`src/rtl/heartbeat_gen.sv`:
```
// Keep-alive kick generator: offers a sequence-numbered kick every P_eff cycles,
// restarts the interval on other link traffic, and flags kicks held off for a full interval.
module heartbeat_gen #(
  parameter int CNT_W = 16,
  parameter int SEQ_W = 8
) (
  input  logic             i_clk,
  input  logic             i_rst,
  input  logic             i_enable,
  input  logic [CNT_W-1:0] i_period,
  input  logic             i_activity,
  output logic             o_kick_valid,
  input  logic             i_kick_ready,
  output logic [SEQ_W-1:0] o_kick_seq,
  output logic             o_late,
  input  logic             i_clear_status
);

  typedef enum logic [1:0] {IDLE = 2'd0, COUNT = 2'd1, PEND = 2'd2} state_t;

  localparam logic [CNT_W-1:0] ONE = CNT_W'(1);
  localparam logic [SEQ_W-1:0] SEQ_ONE = SEQ_W'(1);

  state_t           state;
  logic [CNT_W-1:0] cnt;
  logic [CNT_W-1:0] wcnt;
  logic [CNT_W-1:0] p_m1;
  logic             late_set;

  // P_eff - 1, with a zero period treated as one
  assign p_m1     = (i_period == '0) ? '0 : i_period - ONE;
  assign late_set = (state == PEND) && !i_kick_ready && (wcnt >= p_m1);

  always_ff @(posedge i_clk) begin
    if (i_rst) begin
      state        <= IDLE;
      cnt          <= '0;
      wcnt         <= '0;
      o_kick_valid <= 1'b0;
      o_kick_seq   <= '0;
      o_late       <= 1'b0;
    end else begin
      case (state)
        IDLE: begin
          if (i_enable) begin
            state <= COUNT;
            cnt   <= '0;
          end
        end
        COUNT: begin
          if (!i_enable) begin
            state <= IDLE;
          end else if (i_activity) begin
            cnt <= ONE;
            if (p_m1 <= ONE) begin
              state        <= PEND;
              wcnt         <= '0;
              o_kick_valid <= 1'b1;
            end
          end else if (cnt >= p_m1) begin
            // >= so a shrunk period fires at once instead of wrapping
            state        <= PEND;
            wcnt         <= '0;
            o_kick_valid <= 1'b1;
          end else begin
            cnt <= cnt + ONE;
          end
        end
        PEND: begin
          if (i_kick_ready) begin
            o_kick_seq <= o_kick_seq + SEQ_ONE;
            if (!i_enable) begin
              state        <= IDLE;
              o_kick_valid <= 1'b0;
            end else if (p_m1 == '0) begin
              wcnt <= '0;
            end else begin
              state        <= COUNT;
              cnt          <= ONE;
              o_kick_valid <= 1'b0;
            end
          end else if (wcnt != '1) begin
            wcnt <= wcnt + ONE;
          end
        end
        default: begin
          state        <= IDLE;
          o_kick_valid <= 1'b0;
        end
      endcase

      if (late_set)            o_late <= 1'b1;
      else if (i_clear_status) o_late <= 1'b0;
    end
  end

endmodule

```
`config.mk`:
```
export PLATFORM = sky130hd
export DESIGN_NAME = heartbeat_gen
export DESIGN_NICKNAME = d
export VERILOG_FILES = /design/src/rtl/heartbeat_gen.sv
export SDC_FILE = /design/constraint.sdc
export NUM_CORES = 1
export LEC_CHECK = 0
export BUFFER_PORTS_ARGS = -buffer_cell sky130_fd_sc_hd__buf_2
export CAP_MARGIN = 5
export CORE_ASPECT_RATIO = 1.25
export CORE_MARGIN = 2
export CORE_UTILIZATION = 51
export DETAILED_ROUTE_END_ITERATION = 16
export MAX_ROUTING_LAYER = met4
export PLACE_DENSITY = 0.72
export SLEW_MARGIN = 0
export SYNTH_ARGS = -nofsm -noshare
export SYNTH_HDL_FRONTEND = slang
export SYNTH_SLANG_ARGS = --single-unit
```
`constraint.sdc`:
```
create_clock -name i_clk -period 4.05 [get_ports i_clk]
set_input_delay 0.2025 -clock i_clk [delete_from_list [all_inputs] [get_ports i_clk]]
set_output_delay 0.2025 -clock i_clk [all_outputs]
set_load 0.02 [all_outputs]
```
==> impl_results.md, run 1 <==
* Synth top area cells: dfxtp_1, ha_1, nand2_1, o21ai_0, a21oi_1
* Core area at between 7000 and 8000 sq um
* Total grt overflow at 0
* Yosys cell types at roughly 70
* Fin crit share at roughly 93%
* Max Slew Vio Count at 0
* Hold path cells at 4
* EDFF count, synth at 0
* CP endpoint kind: register
* Reg2reg end: cnt[5]
* IO Count at 32
* Chip width at 81.0 microns
* # diodes at 0
* R2R Path Start: cnt[0]
* Clk_lat worst skew at 0.30 ns
* Synth Cell Area at approximately 3800 sq um
* Area grow syn2layout at 11.0%
* Post-synthesis sequential area ratio at 23.3%
* Vias at 3786
* Post-synth top area share at 23.3%
* Max Fclk at between 0.2 and 0.3 GHz
* Die Area at around 8000 sq um
* Final Hold Fails at 0
* Leakage at 1.76 nW
* Final Critical Period at around 3.8 ns
* Fin nets at between 500 and 600
* Layout cell share with drive strength beyond 1 at around 15%
* Max-cap violations at 0
* Clk buf depth at 2
* Most common cell in the netlist: nand2_1
* Largest net degree at the start of global routing at 35
* Seq cells post-synth at 44
* Layout Cells excl Fill at slightly above 600
* Worst Max-Slew Pin Slew at around 0.72 ns
* WHS Endpoint: o_late
* Final Skew at ~0.011 ns
* Cells after Synth at 490
* Count of final setup violators at 0
* RSZ-0062 raised after global routing: no
* Drt pass-1 iters at 5
* Leading area contributor after synthesis: dfxtp_1
* Synth Area per Inst at between 7 and 8 sq um
* WL final at between 9 and 10 mm
* Global-route wire length before repair at approximately 16 mm
* Run status: complete, no violations
* Row count at 35
* Top FF cell, synth: dfxtp_1
* Synthesis Warnings at 0
* Placed instance count at 610
* Hpwl dp at slightly below 8 mm
* Post-synth top cells: nand2_1, dfxtp_1, ha_1
* Routed len/inst at 15.9 microns
* Worst endpoint required time at 4.29 ns
* Initial DRC count at between 200 and 250
* HP Class: primary input to register
* CTS tree: built
* Async SR Flop Fraction at 0%
* Gr usage total at 25.8%
* Pwr per Cell Area at about 280 nW/um^2
* Via density at between 6 and 7
* Peak VDD IR at about 150 uV
* Critical Path Fanout Max at 14
* GPL Wtd Cong at about 0.94
* Slew margin rel. at ~52%
* Number of global-route vias before repair at 3364
* HP Start: i_clear_status
* Crit path DAT at around 4.0 ns
* Drt drc at 0
* TritonCTS Buffers at 5
* # clock sinks at 44
* CP Class: primary input to register
* Crit path from: i_period[1]
* Die Y at 100 microns
* PortBufs at 31
* Mapped Nets at about 550
* Starting Density at a little over half
* CP startpoint kind: primary input
* Sum Neg Setup Slack at 0 ns
* Root Driver: clkbuf_8
* Initial antenna violation count at 0
* Routed Antenna Nets at 0
* R2r worst-path depth at 11
* Clock-pin slew of the registers on the worst-case setup and hold paths at about 0.10 ns
* H-Tree Depth at 2
* R2R setup slack at roughly 1.3 ns
-- state kept, by name (all words and copies together), names as in the netlist --
| name | count |
|---|---|
| o_kick_seq | 8 |
| wcnt | 16 |
| cnt | 16 |
| o_late | 1 |
| state | 2 |
| o_kick_valid | 1 |
-- worst max-delay path: stages --
cell and delay (ns):
buf_2 0.11, inv_1 0.11, ha_4 0.15, or3b_1 0.36, or4_4 0.54, nor2_2 0.11
xor2_1 0.15, nand2_1 0.13, ha_1 0.34, o21a_1 0.18, o2111a_1 0.23, a31oi_1 0.19
o211ai_1 0.11, o21bai_1 0.23, buf_4 0.21, or4_1 0.51, a21oi_1 0.15
-- report_power, final --
part	internal, mW	switching, mW	leakage [nW]
logic	0.171	0.260	1.36
registers	0.443	0.0106	0.355
clock network	0.121	0.171	0.0479
total	0.734	0.442	1.76
-- stage by stage --
| step | hold WS, ns | cell area, sq um | setup WS [ns] | power (mW) | utilization [%] |
|---|---|---|---|---|---|
| floorplan | 0.387 | 3800 | 0.00625 | 0.751 | - |
| global placement | 0.480 | 4110 | 0.00751 | 0.880 | 56.5 |
| detailed placement | 0.492 | 4110 | -0.0710 | 0.889 | 56.5 |
| CTS | 0.262 | 4190 | 0.240 | 1.18 | 57.7 |
| global route | 0.311 | 4200 | 0.0454 | 1.24 | 57.8 |
| finish | 0.268 | 4200 | 0.285 | 1.18 | 57.8 |
-- layout make-up --
class	instances	area, sq um
inverters	16	60.1
flip-flops and latches	44	881
repair buffers	52	313
clock inverters	3	18.8
well taps	92	115
multi-input cells	406	2740
clock buffers	5	68.8
fillers	709	3070
-- worst max-delay path by stage --
stage / end / slack (ns) / depth (start not counted)
finish: cnt[5] / 0.29 / 17
global route: cnt[14] / 0.05 / 17
CTS: cnt[5] / 0.24 / 16
detailed placement: cnt[5] / -0.07 / 16
global placement: cnt[6] / 0.008 / 16
floorplan: cnt[4] / 0.006 / 18
-- timing repair --
action | in CTS | in global routing
hold buffers | 0 | 0
resized for setup | 0 | 1
buffers inserted | 0 | 0
setup endpoints to repair | 0 | 5
-- layout by cell type, fill, tap and decap left out, types with 4 or more instances in the layout --
cell,netlist,final
a211oi_1,8,8
a21o_1,6,6
a21oi_1,30,30
a31oi_1,6,6
and2_1,6,6
and3_1,13,13
buf_2,3,31
buf_4,1,21
clkbuf_8,0,5
dfxtp_1,44,44
ha_1,42,41
inv_1,16,15
mux2i_1,4,4
nand2_1,50,50
nand2b_1,6,6
nand3_1,23,23
nand4_1,9,9
nand4b_1,4,4
nor2_1,36,35
nor3_1,19,19
nor4_1,5,5
o211ai_1,5,5
o21ai_0,35,35
o31a_1,4,4
o31ai_1,5,5
or3_1,6,6
or4_1,13,13
xnor2_1,8,8
xor2_1,11,11
-- metal layers --
| layer | vias to the layer above | GRT usage (%) | share of wire, % |
|---|---|---|---|
| met5 | - | - | 0 |
| met4 | 0 | 6.26 | 1.8 |
| met3 | 15 | 2.88 | 4.1 |
| met2 | 111 | 43.0 | 50 |
| met1 | 1757 | 33.3 | 44 |
| li1 | 1903 | - | - |
-- kinds of logic after synthesis --
family,count (synthesis),synth area share (%)
buffers and inverters,40,4.76
adder cells (fa/ha/maj),42,13.9
XOR/XNOR,19,4.40
flip-flops,44,23.3
AO/OA/AOI/OAI,126,22.1
AND/OR/NAND/NOR,214,30.2
multiplexers,5,1.36
Power figures use the tool's default switching activity.
==> inputs of run 2 (changes only) <==
Settings changed: REMOVE_ABC_BUFFERS from default to 1.
==> impl_results.md, run 2 (synthesized netlist as in run 1, its figures left out) <==
* Dpl ws at -0.106 ns
* R2R Path Start: cnt[0]
* Core area at between 7000 and 8000 sq um
* WL final at 9.96 mm
* Combinational power share at between 30% and 40%
* Hpwl dp at about 7.6 mm
* WHS at 0.250 ns
* Final Hold Fails at 0
* Clock share of power at 29.7%
* Initial antenna violation count at 0
* Clk_lat worst skew at roughly 0.31 ns
* Internal power at 0.821 mW
* Drt pass-1 iters at 4
* Net switching power at roughly 0.44 mW
* Largest net degree at the start of global routing at 35
* Routed len/inst at between 15 and 20 microns
* RSZ-0062 raised after global routing: no
* FF+latch area at 881 sq um
* Worst endpoint required time at roughly 4.3 ns
* R2R setup slack at approximately 1.2 ns
* Sequential share of power at between 30% and 40%
* Chip width at 81.0 microns
* # diodes at 0
* Vias at roughly 3800
* Fin nets at around 590
* Most frequent cells in the layout: nand2_1, dfxtp_1, ha_1, nor2_1, o21ai_0
* Reg2reg end: cnt[10]
* Gr usage total at 26.7%
* Clock-pin slew of the registers on the worst-case setup and hold paths at about 0.090 ns
* Routed Antenna Nets at 0
* Root Driver: clkbuf_8
* Peak VDD IR at ~190 uV
* Via density at around 6.1
* Critical Path Fanout Max at 11
* TritonCTS Buffers at 5
* # clock sinks at 44
* CTS Hold Bufs at 0
* Crit path from: i_period[0]
* Row count at 35
* Core Util, Final at around three fifths
* Number of global-route vias before repair at around 3600
* Max-cap violations at 0
* Global-route wire length before repair at between 15 and 20 mm
* Die Y at 100 microns
* Drt drc at 0
* H-Tree Depth at 2
* Area grow syn2layout at 12.4%
* Most common cell after layout, fill and taps aside: nand2_1
* Fin crit share at a little over nine tenths
* Biggest regs: cnt x16, wcnt x16, o_kick_seq x8
* CP startpoint kind: primary input
* CP endpoint kind: register
* IO Count at 32
* Max Fclk at 0.262 GHz
* CTS tree: built
* Final Skew at ~0.0097 ns
* Final Critical Period at ~3.8 ns
* GPL Wtd Cong at between 0.8 and 0.9
* PnR worst setup slack at 0.237 ns
* PortBufs at 31
* R2r worst-path depth at 11
* Starting Density at 52.0%
* Run status: complete, no violations
* Area occupied by multi-input gates at about 2700 sq um
* Max Slew Vio Count at 0
* Pwr per Cell Area at roughly 300 nW/um^2
* Initial DRC count at approximately 120
* Setup crit end: cnt[10]
* Layout cell share with drive strength beyond 1 at 15.3%
* Count of final setup violators at 0
* Crit path DAT at roughly 4.1 ns
* Final Power at 1.26 mW
* Total grt overflow at 0
* Fillers at approximately 700
* Leakage at 1.80 nW
* Slew margin rel. at 50.3%
* Clk buf depth at 2
* Die Area at a little over 8000 sq um
* Sw frac at around a third
* HP Class: primary input to register
* CP Class: primary input to register
* Worst Max-Slew Pin Slew at approximately 0.74 ns
run 2: cell types whose count changed in the layout (fill, tap and decap cells not counted), sizes merged:
cell	previous run	this run
clkinv	3	1
buf	52	56
bufinv	0	1
clkbuf	5	6
run 2: layout make-up:
cell class	instances	share of cell area, %
Inverter	16	1.41
Sequential cell	44	20.7
Timing Repair Buffer	56	8.06
Multi-Input combinational cell	406	64.3
Tap cell	92	2.71
Clock buffer	6	1.94
Clock inverter	2	0.912
run 2: per-layer routing:
| metal | track usage (%) | vias up | wire length, microns |
|---|---|---|---|
| met3 | 2.70 | 13 | 481 |
| met2 | 47.5 | 102 | 5040 |
| li1 | - | 1909 | - |
| met4 | 6.39 | 0 | 146 |
| met1 | 32.1 | 1794 | 4300 |
| met5 | - | - | 0 |
run 2: worst min-delay path by stage:
stage                         end  depth (start not counted)           start  slack, ns
floorplan                 cnt[10]                          1           i_rst       0.27
global route               o_late                          4  i_clear_status       0.27
detailed placement       wcnt[12]                          2        wcnt[12]       0.50
CTS                        o_late                          4  i_clear_status       0.26
global placement    o_kick_seq[7]                          2   o_kick_seq[7]       0.49
finish                     o_late                          4  i_clear_status       0.25
run 2: what timing repair did:
item,4_1_cts,5_1_grt
buffers inserted,0,1
endpoints found under the setup margin,0,16
gates resized for setup,0,3
run 2: stage by stage:
step	cells	instance area [sq um]	TNS (ns)
2_1_floorplan	466	3660	-0.112
3_3_place_gp	613	4110	-0.188
6_report	622	4250	0
4_1_cts	621	4240	0
3_5_place_dp	613	4110	-0.585
5_1_grt	622	4250	0
run 2: power groups by stage:
| stage | Clock (mW) | Combinational (mW) | Sequential, mW |
|---|---|---|---|
| after floorplan | 0 | 0.264 | 0.463 |
| after global routing | 0.398 | 0.482 | 0.456 |
| final | 0.375 | 0.434 | 0.454 |
| after global placement | 0 | 0.410 | 0.463 |
| after detailed placement | 0 | 0.419 | 0.464 |
| after CTS | 0.380 | 0.422 | 0.454 |
run 2: critical path, stage by stage:
cell      delay (ns)
buf_2           0.10
inv_1           0.07
ha_2            0.22
or3b_1          0.38
or4_4           0.54
nor2_1          0.13
xor2_1          0.15
nand2_1         0.11
ha_1            0.30
o21a_1          0.17
o2111a_1        0.23
a31oi_1         0.22
o211ai_1        0.13
o21bai_2        0.24
buf_4           0.19
or4_1           0.50
a21oi_1         0.15
